### src/rtl/knight_pkg.sv
// Shared encodings for the knight's-tour command sequencer: cmd_proc opcodes,
// headings, UART response bytes and the sequencer state type.
package knight_pkg;

  localparam logic [3:0] OP_MOVE    = 4'h2;
  localparam logic [3:0] OP_MOVE_FF = 4'h3;

  localparam logic [7:0] HDG_N = 8'h00;
  localparam logic [7:0] HDG_W = 8'h3F;
  localparam logic [7:0] HDG_S = 8'h7F;
  localparam logic [7:0] HDG_E = 8'hBF;

  localparam logic [7:0] RESP_ACK = 8'hA5;
  localparam logic [7:0] RESP_POS = 8'h5A;

  typedef enum logic [2:0] {
    IDLE,
    PUSH_V,
    HOLD_V,
    PUSH_H,
    HOLD_H
  } tour_state_t;

  // Packs one cmd_proc command word: opcode, heading, square count.
  function automatic logic [15:0] mk_cmd(input logic [3:0] op,
                                         input logic [7:0] hdg,
                                         input logic [3:0] squares);
    return {op, hdg, squares};
  endfunction

endpackage

### src/rtl/tour_move_dec.sv
// Turns a one-hot knight move into its vertical and horizontal cmd_proc legs.
// Lowest set bit wins; an all-zero move is flagged invalid.
module tour_move_dec
  import knight_pkg::*;
(
  input  logic [7:0]  move,
  output logic [15:0] vcmd,
  output logic [15:0] hcmd,
  output logic        invalid
);

  always_comb begin
    // NOTE: every output gets a default first so no path through the case infers a latch.
    vcmd    = '0;
    hcmd    = '0;
    invalid = 1'b0;
    casez (move)
      8'b???????1: begin vcmd = mk_cmd(OP_MOVE, HDG_N, 4'd2); hcmd = mk_cmd(OP_MOVE_FF, HDG_E, 4'd1); end
      8'b??????10: begin vcmd = mk_cmd(OP_MOVE, HDG_N, 4'd2); hcmd = mk_cmd(OP_MOVE_FF, HDG_W, 4'd1); end
      8'b?????100: begin vcmd = mk_cmd(OP_MOVE, HDG_N, 4'd1); hcmd = mk_cmd(OP_MOVE_FF, HDG_W, 4'd2); end
      8'b????1000: begin vcmd = mk_cmd(OP_MOVE, HDG_S, 4'd1); hcmd = mk_cmd(OP_MOVE_FF, HDG_W, 4'd2); end
      8'b???10000: begin vcmd = mk_cmd(OP_MOVE, HDG_S, 4'd2); hcmd = mk_cmd(OP_MOVE_FF, HDG_W, 4'd1); end
      8'b??100000: begin vcmd = mk_cmd(OP_MOVE, HDG_S, 4'd2); hcmd = mk_cmd(OP_MOVE_FF, HDG_E, 4'd1); end
      8'b?1000000: begin vcmd = mk_cmd(OP_MOVE, HDG_S, 4'd1); hcmd = mk_cmd(OP_MOVE_FF, HDG_E, 4'd2); end
      8'b10000000: begin vcmd = mk_cmd(OP_MOVE, HDG_N, 4'd1); hcmd = mk_cmd(OP_MOVE_FF, HDG_E, 4'd2); end
      default:     invalid = 1'b1;
    endcase
  end

endmodule

### src/rtl/tour_cmd_seq.sv
// Writer side of the cmd_proc command interface: replays the solved tour as
// vertical/horizontal leg pairs, and passes UART commands through when idle.
module tour_cmd_seq
  import knight_pkg::*;
#(
  parameter int NUM_MOVES = 24,
  parameter int IDX_W     = 5
) (
  input  logic             clk,
  input  logic             rst,
  input  logic             tour_go,
  input  logic [7:0]       move,
  output logic [IDX_W-1:0] mv_indx,
  input  logic [15:0]      cmd_UART,
  input  logic             cmd_rdy_UART,
  output logic             clr_cmd_rdy_UART,
  output logic [15:0]      cmd,
  output logic             cmd_rdy,
  input  logic             clr_cmd_rdy,
  input  logic             send_resp,
  output logic [7:0]       resp
);

  localparam logic [IDX_W-1:0] LAST_IDX = IDX_W'(NUM_MOVES - 1);

  tour_state_t state;
  logic [15:0] vcmd;
  logic [15:0] hcmd;
  logic        invalid;
  logic        last_move;

  tour_move_dec u_dec (
    .move    (move),
    .vcmd    (vcmd),
    .hcmd    (hcmd),
    .invalid (invalid)
  );

  assign last_move = (mv_indx == LAST_IDX);

  // NOTE: sequential state uses non-blocking assignments so every flop samples pre-edge values.
  always_ff @(posedge clk or posedge rst) begin
    if (rst) begin
      state   <= IDLE;
      mv_indx <= '0;
    end else begin
      unique case (state)
        IDLE: if (tour_go) begin
          mv_indx <= '0;
          state   <= PUSH_V;
        end
        // move is only valid for the new index once we sit in PUSH_V
        PUSH_V: begin
          if (invalid)          state <= IDLE;
          else if (clr_cmd_rdy) state <= send_resp ? PUSH_H : HOLD_V;
        end
        HOLD_V: if (send_resp) state <= PUSH_H;
        PUSH_H: begin
          if (clr_cmd_rdy && send_resp) begin
            if (last_move) state <= IDLE;
            else begin
              mv_indx <= mv_indx + 1'b1;
              state   <= PUSH_V;
            end
          end else if (clr_cmd_rdy) begin
            state <= HOLD_H;
          end
        end
        HOLD_H: if (send_resp) begin
          if (last_move) state <= IDLE;
          else begin
            mv_indx <= mv_indx + 1'b1;
            state   <= PUSH_V;
          end
        end
        default: state <= IDLE;
      endcase
    end
  end

  always_comb begin
    cmd              = cmd_UART;
    cmd_rdy          = cmd_rdy_UART;
    clr_cmd_rdy_UART = clr_cmd_rdy;
    resp             = RESP_ACK;
    if (state != IDLE) begin
      clr_cmd_rdy_UART = 1'b0;
      resp             = RESP_POS;
      cmd              = (state == PUSH_V || state == HOLD_V) ? vcmd : hcmd;
      cmd_rdy          = (state == PUSH_V && !invalid) || (state == PUSH_H);
      // End-of-tour is signalled while the final horizontal leg completes.
      if (state == HOLD_H && last_move) resp = RESP_ACK;
    end
  end

endmodule

### config.mk
export PLATFORM = sky130hd
export DESIGN_NAME = tour_cmd_seq
export DESIGN_NICKNAME = d
export VERILOG_FILES = /design/src/rtl/knight_pkg.sv /design/src/rtl/tour_move_dec.sv /design/src/rtl/tour_cmd_seq.sv
export SDC_FILE = /design/constraint.sdc
export NUM_CORES = 1
export LEC_CHECK = 0
export BUFFER_PORTS_ARGS = -buffer_cell sky130_fd_sc_hd__buf_2
export CAP_MARGIN = 20
export CORE_MARGIN = 8
export CORE_UTILIZATION = 41
export DETAILED_ROUTE_END_ITERATION = 8
export HOLD_SLACK_MARGIN = 0.02
export PLACE_DENSITY_LB_ADDON = 0.2
export SLEW_MARGIN = 5
export SYNTH_ARGS = -nofsm -noshare
export SYNTH_HDL_FRONTEND = slang
export SYNTH_SLANG_ARGS = --single-unit
### constraint.sdc
create_clock -name clk -period 3.09 [get_ports clk]
set_input_delay 0.927 -clock clk [delete_from_list [all_inputs] [get_ports clk]]
set_output_delay 0.927 -clock clk [all_outputs]
set_load 0.01 [all_outputs]
==> impl_metrics.ini <==
[outcome]
outcome = finished, final reports clean

[finish]
fin_nets = 212
drive_above_1_share = 0.430
area_growth_pct = 35.6
multi_input_area_sq_um = 619
fin_cells = 207
fill_cells = 231
postLayoutCellArea_sq_um = 1230
layout_commonest_cell = buf_2
layout_common_cells = buf_2, nand2_1, nor2_1
ff_latch_area_sq_um = 200
final_util = 0.574
n_antenna_cell = 0

[setup_path]
cp-end-kind = output port
critPathLaunchType = input port
reg2reg_to = mv_indx[3]
critical-path-max-stage-delay_ns = 0.50
r2r_cells = 5
worstSetupStartpoint = move[5]
crit_path_cell_trace = buf_2 -> or4_4 -> nand4_1 -> nand2_2 -> a21o_1 -> buf_2
path_common_cell = buf_2
slowest_stage = or4_4
required_ns = 2.16
crit_type = input port to output port
crit_path_max_fanout = 6
reg2reg_slack_ns = 1.29
timing.rr.start = state[1]
critPathArrivalTime_ns = 2.10

[routing]
routedWlPerCell_microns = 13.8
vias_per_cell = 5.25
first_iter_violations = 50
drt_wl_total_microns = 2860
drc = 0
vias = 1087
first_pass_iters = 4
drtAntennaViolNets = 0

[floorplan]
dieArea_sq_um = 3980
start_util = 0.423
placementRows = 17
die_w_microns = 63.1
core_sq_um = 2150
ios = 61
die_h_microns = 63.1

[place]
post-dp-hpwl_microns = 2350
place_area_sq_um = 1190
post-place-cells = 203
portBuffers = 60
gp_congestion = 0.880

[worst_hold_path]
min_from = mv_indx[0]
hold_path.class = register to register
hold_end = mv_indx[0]
whs_path_depth = 1

[synthesis]
ys_seq_area_frac = 0.220
synth_edf_count = 0
netlist_area_sq_um = 910
synth_nets = 155
synth_area_leader_cell = dfrtp_1
syn_area_per_cell_sq_um = 7.34
async_reset_ff_frac = 1.00
synth_flop_cell = dfrtp_1
yosysTopAreaCellShare = 0.220
synth_area_leaders = dfrtp_1, nand2_1, buf_4
synthCells = 124
synth_warnings = 0
synth-seq-cells = 8
synth_cell_type_count = 43

[clock_network]
cts_sinks = 8
clock_latency_ns = 0.26
cts.htree.levels = 1
clkTransAtPathRegs_ns = 0.06
clockBufferDepth = 2
cts_tree = yes
cts_root_buffer = clkbuf_4
cts_made_buffers = 3

[pwr]
power_density_nw_per_um2 = 817
ir_worst_vdd_mv = 0.373
p_leak_nw = 0.673
finalPower_mw = 1.01

[timing]
fin_skew_ns = 0.0103
period_minus_slack_ns = 3.03
slew_headroom = 0.645
fmax_mhz = 330
final.setup.tns_ns = 0
worstMarginPinSlew_ns = 0.533
setup_viol = 0
slew_viol_final = 0
hold_viol = 0
fin_crit_sh = 0.979

[global_route]
grt_start_max_net_pins = 19
gr-total-overflow = 0
grt_use_total = 0.138
antenna_found_initial = 0
grt_pass1_vias = 1002
grt_pass1_wl_microns = 4660

[flow_run]
maxCapViolCount = 0
how the worst max path moves through the flow:
stage	endpoint	slack, ns	cells after the start
after global routing	cmd[8]	-0.004	6
after CTS	cmd[4]	0.004	6
final	cmd[4]	0.06	6
after global placement	cmd[9]	0.04	6
after detailed placement	cmd[4]	0.007	6
after floorplan	cmd[1]	0.26	5
kinds of logic (layout without fill, tap and decap cells):
logic type | after synthesis | in the layout | synth area share
buffers and inverters | 18 | 73 | 0.111
and+or+nand+nor | 54 | 54 | 0.303
adders and majority gates | 1 | 1 | 0.0138
muxes | 2 | 2 | 0.0234
DFF | 8 | 8 | 0.220
AOI/OAI and AO/OA | 41 | 41 | 0.329
where the power goes:
| group | leakage [nW] | internal, mW | switching [mW] |
|---|---|---|---|
| Combinational | 0.555 | 0.317 | 0.393 |
| Clock | 0.0138 | 0.0446 | 0.0374 |
| Sequential | 0.105 | 0.137 | 0.0785 |
worst max-delay path: cells and delay by family:
family	cells	cell delay (ns)
simple gates	3	0.75
buf+inv	2	0.25
compound gates	1	0.17
sequential cells by signal, summed over array words and instances (netlist names):
register and cells:
mv_indx 5, state 3
metal layers:
metal	vias up	routed length (microns)	track usage
li1	557	-	-
met1	490	1230	0.163
met2	38	1420	0.229
met3	2	203	0.0530
met4	0	11	0.0342
met5	-	0	0
stage by stage:
step,hold slack [ns],worst slack (ns)
floorplan,0.549,0.258
global placement,0.523,0.0356
detailed placement,0.524,0.00686
CTS,0.532,0.00378
global route,0.544,-0.00436
finish,0.525,0.0643
repair_timing:
action,4_1_cts,5_1_grt
endpoints found under the setup margin,0,7
resized for setup,0,3
buffers inserted,0,1
hold buffers,0,0
cell type report:
type	instances	area share
repair buffers	65	0.274
clock buffers	3	0.0183
multi-input cells	98	0.502
inverters	5	0.0152
well taps	28	0.0284
flip-flops and latches	8	0.162
Yosys cell counts (2+ instances only):
cell type	count
buf_4	8
a21o_1	7
and2_1	6
o21ai_1	4
inv_1	5
o21ai_0	3
buf_2	3
nor2_1	12
a32o_1	2
a21oi_1	8
nand4_1	4
o31a_1	2
dfrtp_1	8
nand2_1	19
nand3_1	3
nor4_1	2
clkbuf_1	2
Power figures use the tool's default switching activity.
